## config.mk

```make
export PLATFORM = sky130hd
export DESIGN_NAME = mux_rr_arbiter_flat
export DESIGN_NICKNAME = d
export VERILOG_FILES = /design/src/rtl/mux_rr_arbiter_if.sv /design/src/rtl/mux_rr_arbiter.sv /design/src/flat_wrapper.sv
export SDC_FILE = /design/constraint.sdc
export NUM_CORES = 1
export LEC_CHECK = 0
export BUFFER_PORTS_ARGS = -buffer_cell sky130_fd_sc_hd__buf_4
export CORE_UTILIZATION = 40
export CTS_CLUSTER_DIAMETER = 80
export DETAILED_ROUTE_END_ITERATION = 16
export PLACE_DENSITY = 0.74
export SYNTH_ARGS = -nofsm -noshare
export SYNTH_HDL_FRONTEND = slang
export SYNTH_SLANG_ARGS = --single-unit
```

## constraint.sdc

```tcl
create_clock -name clk -period 5.7 [get_ports clk]
set_input_delay 1.14 -clock clk [delete_from_list [all_inputs] [get_ports clk]]
set_output_delay 1.14 -clock clk [all_outputs]
set_load 0.1 [all_outputs]
```

## src/rtl/mux_rr_arbiter_if.sv

```systemverilog
// Requester/downstream bundle for the two-input round-robin mux arbiter.
interface mux_rr_arbiter_if #(
  parameter int unsigned WIDTH = 8
);
  logic             req0;
  logic             req1;
  logic [WIDTH-1:0] data0;
  logic [WIDTH-1:0] data1;
  logic             last0;
  logic             last1;
  logic             y_ready;
  logic             y_valid;
  logic [WIDTH-1:0] y_data;
  logic             sel;
  logic             gnt0;
  logic             gnt1;
  logic             ack0;
  logic             ack1;

  // Requesters plus downstream sink.
  modport master (
    output req0, req1, data0, data1, last0, last1, y_ready,
    input  y_valid, y_data, sel, gnt0, gnt1, ack0, ack1
  );

  // Arbiter side.
  modport slave (
    input  req0, req1, data0, data1, last0, last1, y_ready,
    output y_valid, y_data, sel, gnt0, gnt1, ack0, ack1
  );
endinterface

```

## src/rtl/mux_rr_arbiter.sv

```systemverilog
// Two-requester round-robin arbiter with burst limiting and a 2:1 data mux.
// Grant/select come from state only; valid/ack/data follow the granted
// requester combinationally so a beat transfers in the grant cycle.
module mux_rr_arbiter #(
  parameter int unsigned WIDTH     = 8,
  parameter int unsigned MAX_BURST = 4
) (
  input logic             clk,
  input logic             rst,
  mux_rr_arbiter_if.slave bus
);
  localparam int unsigned        CNT_W     = 4;
  localparam logic [CNT_W-1:0]   BURST_MAX = CNT_W'(MAX_BURST);

  typedef enum logic [1:0] {
    IDLE   = 2'd0,
    GRANT0 = 2'd1,
    GRANT1 = 2'd2
  } state_t;

  state_t           r_state;
  state_t           w_state_nxt;
  logic [CNT_W-1:0] r_cnt;
  logic [CNT_W-1:0] w_cnt_nxt;
  logic [CNT_W-1:0] w_cnt_sat;
  logic             r_last_grant;
  logic             w_last_grant_nxt;

  logic             w_gnt0;
  logic             w_gnt1;
  logic             w_valid;
  logic             w_ack0;
  logic             w_ack1;
  logic [WIDTH-1:0] w_y_data;

  logic             w_req_own;
  logic             w_req_oth;
  logic             w_last_own;
  logic             w_ack_own;
  logic             w_release;

  // Decode grants from state; valid/ack qualify with the live request.
  assign w_gnt0   = (r_state == GRANT0);
  assign w_gnt1   = (r_state == GRANT1);
  assign w_valid  = (w_gnt0 & bus.req0) | (w_gnt1 & bus.req1);
  assign w_ack0   = w_gnt0 & bus.req0 & bus.y_ready;
  assign w_ack1   = w_gnt1 & bus.req1 & bus.y_ready;
  assign w_y_data = w_gnt1 ? bus.data1 : bus.data0;

  assign bus.gnt0    = w_gnt0;
  assign bus.gnt1    = w_gnt1;
  assign bus.sel     = w_gnt1;
  assign bus.y_valid = w_valid;
  assign bus.ack0    = w_ack0;
  assign bus.ack1    = w_ack1;
  assign bus.y_data  = w_y_data;

  // Signals seen from the currently granted requester's point of view.
  assign w_req_own  = w_gnt1 ? bus.req1  : bus.req0;
  assign w_req_oth  = w_gnt1 ? bus.req0  : bus.req1;
  assign w_last_own = w_gnt1 ? bus.last1 : bus.last0;
  assign w_ack_own  = w_ack0 | w_ack1;

  // Beat count after this cycle's ack, saturating at the burst limit.
  assign w_cnt_sat = (r_cnt >= BURST_MAX) ? BURST_MAX : (r_cnt + CNT_W'(1));

  // Give up the grant on packet end, request drop, or burst limit with contention.
  assign w_release = !w_req_own
                   | (w_ack_own & w_last_own)
                   | (w_ack_own & w_req_oth & (w_cnt_sat == BURST_MAX));

  // Next-state, burst counter and round-robin pointer.
  always_comb begin
    w_state_nxt      = r_state;
    w_cnt_nxt        = r_cnt;
    w_last_grant_nxt = r_last_grant;
    unique case (r_state)
      IDLE: begin
        if (bus.req0 && (!bus.req1 || r_last_grant)) begin
          w_state_nxt      = GRANT0;
          w_cnt_nxt        = '0;
          w_last_grant_nxt = 1'b0;
        end else if (bus.req1) begin
          w_state_nxt      = GRANT1;
          w_cnt_nxt        = '0;
          w_last_grant_nxt = 1'b1;
        end
      end
      GRANT0: begin
        if (w_release) begin
          if (bus.req1) begin
            w_state_nxt      = GRANT1;
            w_cnt_nxt        = '0;
            w_last_grant_nxt = 1'b1;
          end else begin
            w_state_nxt = IDLE;
          end
        end else if (w_ack0) begin
          w_cnt_nxt = w_cnt_sat;
        end
      end
      GRANT1: begin
        if (w_release) begin
          if (bus.req0) begin
            w_state_nxt      = GRANT0;
            w_cnt_nxt        = '0;
            w_last_grant_nxt = 1'b0;
          end else begin
            w_state_nxt = IDLE;
          end
        end else if (w_ack1) begin
          w_cnt_nxt = w_cnt_sat;
        end
      end
      default: begin
        w_state_nxt = IDLE;
      end
    endcase
  end

  // State registers; reset leaves requester 0 as winner of the first tie.
  always_ff @(posedge clk or posedge rst) begin
    if (rst) begin
      r_state      <= IDLE;
      r_cnt        <= '0;
      r_last_grant <= 1'b1;
    end else begin
      r_state      <= w_state_nxt;
      r_cnt        <= w_cnt_nxt;
      r_last_grant <= w_last_grant_nxt;
    end
  end
endmodule

```

## src/flat_wrapper.sv

```systemverilog
// flat-port wrapper written by rule: the top's interface ports become plain ports
module mux_rr_arbiter_flat 
#(
  parameter int unsigned WIDTH     = 8,
  parameter int unsigned MAX_BURST = 4
)
  (clk, rst, bus_req0, bus_req1, bus_data0, bus_data1, bus_last0, bus_last1, bus_y_ready, bus_y_valid, bus_y_data, bus_sel, bus_gnt0, bus_gnt1, bus_ack0, bus_ack1);
  mux_rr_arbiter_if #(.WIDTH(WIDTH)) bus_i ();
  input logic clk;
  input logic rst;
  input wire logic [$bits(bus_i.req0)-1:0] bus_req0;
  input wire logic [$bits(bus_i.req1)-1:0] bus_req1;
  input wire logic [$bits(bus_i.data0)-1:0] bus_data0;
  input wire logic [$bits(bus_i.data1)-1:0] bus_data1;
  input wire logic [$bits(bus_i.last0)-1:0] bus_last0;
  input wire logic [$bits(bus_i.last1)-1:0] bus_last1;
  input wire logic [$bits(bus_i.y_ready)-1:0] bus_y_ready;
  output wire logic [$bits(bus_i.y_valid)-1:0] bus_y_valid;
  output wire logic [$bits(bus_i.y_data)-1:0] bus_y_data;
  output wire logic [$bits(bus_i.sel)-1:0] bus_sel;
  output wire logic [$bits(bus_i.gnt0)-1:0] bus_gnt0;
  output wire logic [$bits(bus_i.gnt1)-1:0] bus_gnt1;
  output wire logic [$bits(bus_i.ack0)-1:0] bus_ack0;
  output wire logic [$bits(bus_i.ack1)-1:0] bus_ack1;
  assign bus_i.req0 = bus_req0;
  assign bus_i.req1 = bus_req1;
  assign bus_i.data0 = bus_data0;
  assign bus_i.data1 = bus_data1;
  assign bus_i.last0 = bus_last0;
  assign bus_i.last1 = bus_last1;
  assign bus_i.y_ready = bus_y_ready;
  assign bus_y_valid = bus_i.y_valid;
  assign bus_y_data = bus_i.y_data;
  assign bus_sel = bus_i.sel;
  assign bus_gnt0 = bus_i.gnt0;
  assign bus_gnt1 = bus_i.gnt1;
  assign bus_ack0 = bus_i.ack0;
  assign bus_ack1 = bus_i.ack1;
  mux_rr_arbiter #(.WIDTH(WIDTH), .MAX_BURST(MAX_BURST)) u_core (.clk(clk), .rst(rst), .bus(bus_i));
endmodule
```

==> qor.csv <==
metric,value,unit
clock buffer depth,2,
clk_skew,1.164,ps
total power,652.9,µW
Crit Path Category,reg2out,
FMAX,0.3130,GHz
path type of the worst min-delay path,reg2reg,
post-synthesis register bit count,7,
WP data arrival,2050,ps
CP Cell Sequence,"inv_1, ha_1, mux2_2, buf_4",
Max-Cap Viols,0,
FF-to-FF Start,u_core.r_state[0]$_DFFE_PP0P_,
PwrDens,571.6,mW/mm²
antenna diode instance count,0,
sequential-to-total area share from yosys stat,0.2095,
Setup Viol. Count Final,0,
NumNets Final,161,
Post-synth ARST share,1.000,
pin count of the biggest net entering global routing,24,
"Period Utilization, post-route",0.5604,
GRT Overall Usage,0.1739,
Worst VDD drop,0.0004136,V
Worst Setup End Kind,primary output,
CTS resizes,0,
share of cells above drive strength 1,0.4470,
DRT Pass-1 Iters,4,
Slew @ Worst Pin,776.7,ps
Die Wd,47.88,µm
Post-synth EDFFs,0,
WP data required,4560,ps
total core area,0.001962,mm²
max-slew violations,0,
Worst path max stage delay,660,ps
1st-iter DRT viols,21,
wire per inst,12.15,µm
outcome,finished clean,
Worst setup SP type,flop,
fill count,179,
setup TNS,0,ps
clk slew on worst S/H paths,50,ps
CTS sink cnt,7,
GRT Residual Overflow,0,
Sw Share,0.6180,
number of cell rows,16,
"Clk Latency, worst-skew pair",240,ps
root buf cell,clkbuf_4,
ys flop type,dfrtp_1,
# IOs,37,
"Slowest-stage cell, CP",ha_1,
Crit. Startpoint,u_core.r_state[0]$_DFFE_PP0P_,
synthesis warning total,0,
initial antenna violation count,0,
hold buffers post-CTS,0,
Placer Congestion,0.8474,
final core occ,0.5823,
htree depth,1,
Hold Crit Start,u_core.r_cnt[3]$_DFFE_PP0P_,
Mapped Area,842.1,µm²
Die H,47.88,µm
syn avg cell area,8.592,µm²
global-route wire length before repair,2835,µm
unrepaired setup endpoints after global routing,no,
syn_nets,126,
Slew headroom,0.4822,
Final HPWL DP,1620,µm
Crit path max-delay family,adder cells,
NetSw,403.5,µW
Netlist cell types,44,
WL final,1932,µm
vias in the first global route,686,
port buffer count,36,
drc violations,0,
Antenna Nets Post-Route,0,
Crit Path Max Fanout,23,
Post-CTS Setup Repair Bufs,0,
sequential share of power,0.124,
Logic pwr share,0.811,
Vias,799,
Buf/Inv on CP,2,
Clk pwr share,0.065,
vias per cell,5.025,
CTS tree,built,
Hold Fails Final Rpt,0,
P_leak,0.0005766,µW
CTS buffer count,3,
area growth from synthesis to layout,35.66,%
Synth Instances,98,
Pint,249.4,µW
Starting Density,0.4292,
Die Area,0.002292,mm²
minimum clock period,3195,ps
## worst register-to-register path, delay by kind of cell, from the launching register on
kind | cells | cell delay, ps
adder cells (fa/ha/maj) | 1 | 660
AO/OA/AOI/OAI | 2 | 660
flip-flops | 1 | 400
multiplexers | 1 | 350
AND/OR/NAND/NOR | 2 | 330
buffers and inverters | 1 | 90
## through the flow
stage,area [µm²],setup WS (ps),hold WS [ps],std cells
final,1142,2505,533.5,159
after global routing,1142,2379,562.7,159
after CTS,1142,2465,539.1,159
after detailed placement,1116,2722,525.3,155
after global placement,1116,2733,519.8,155
after floorplan,842.1,1749,483.3,98
## power groups by stage
stage	clock network, µW	logic, µW	registers, µW
finish	42.2	530	81.0
global placement	0	526	80.8
detailed placement	0	531	81.7
CTS	44.1	532	80.9
floorplan	0	445	78.7
global route	49.0	560	82.7
## Yosys cell counts (3+ instances only)
library cell,count,area share
buf_2,3,0.018
dfrtp_1,6,0.18
ha_1,5,0.074
inv_1,7,0.031
mux2_2,8,0.11
nand2_1,4,0.018
nand2b_1,3,0.022
nand3_1,3,0.018
nor2_1,11,0.049
nor2b_1,3,0.022
o211ai_1,4,0.036
o21ai_1,3,0.018
## state kept, by name (all words and copies together) (netlist names)
signal and flops:
u_core.r_state 2, u_core.r_last_grant 1, u_core.r_cnt 4
## kinds of logic after synthesis
group                      synth area share
and+or+nand+nor                      0.2660
AOI/OAI and AO/OA                    0.2155
buffers and inverters               0.07131
muxes                                0.1634
DFF                                  0.2095
adders and majority gates           0.07429
## path summary, 6_finish.rpt
| check | to | slack [ps] | cells after the start |
|---|---|---|---|
| max in group asynchronous | u_core.r_last_grant$_DFFE_PP1P_ | 4620 | 2 |
| worst max-delay path | bus_y_data[5] | 2510 | 4 |
| min in group asynchronous | u_core.r_state[1]$_DFFE_PP0P_ | 820 | 2 |
| worst min register to register | u_core.r_cnt[3]$_DFFE_PP0P_ | 530 | 1 |
| worst min-delay path | u_core.r_cnt[3]$_DFFE_PP0P_ | 530 | 1 |
| worst max register to register | u_core.r_state[0]$_DFFE_PP0P_ | 3090 | 7 |
## layout make-up
type	count	area [µm²]	share of cell area
multi-input combinational	77	605.6	0.5301
timing repair buffer	36	270.3	0.2366
sequential	7	176.4	0.1544
tap	27	33.78	0.02957
inverter	8	30.03	0.02629
clock buffer	4	26.28	0.02300
## cells in the final DEF, fill, tap and decap left out, types with 2 or more instances in the layout
cell type and instances:
nand2_1 4, mux2_2 8, o21ai_1 3, nand2b_1 3
clkbuf_4 3, mux2_1 2, inv_1 7, nor2b_1 3
and3b_1 2, dfrtp_1 6, a21oi_1 2, nor2_1 11
o211ai_1 4, o21ai_0 2, buf_4 36, and3_1 2
nand3_1 3, ha_1 5, nor3b_2 2
## metal layers
| layer | wire, µm | GRT usage | vias up |
|---|---|---|---|
| li1 | - | - | 414 |
| met4 | 0 | 0.06111 | 0 |
| met2 | 995 | 0.2784 | 17 |
| met1 | 879 | 0.2392 | 368 |
| met3 | 57 | 0.02264 | 0 |
| met5 | 0 | 0 | - |
No activity file was read; power rests on OpenSTA's default activity.
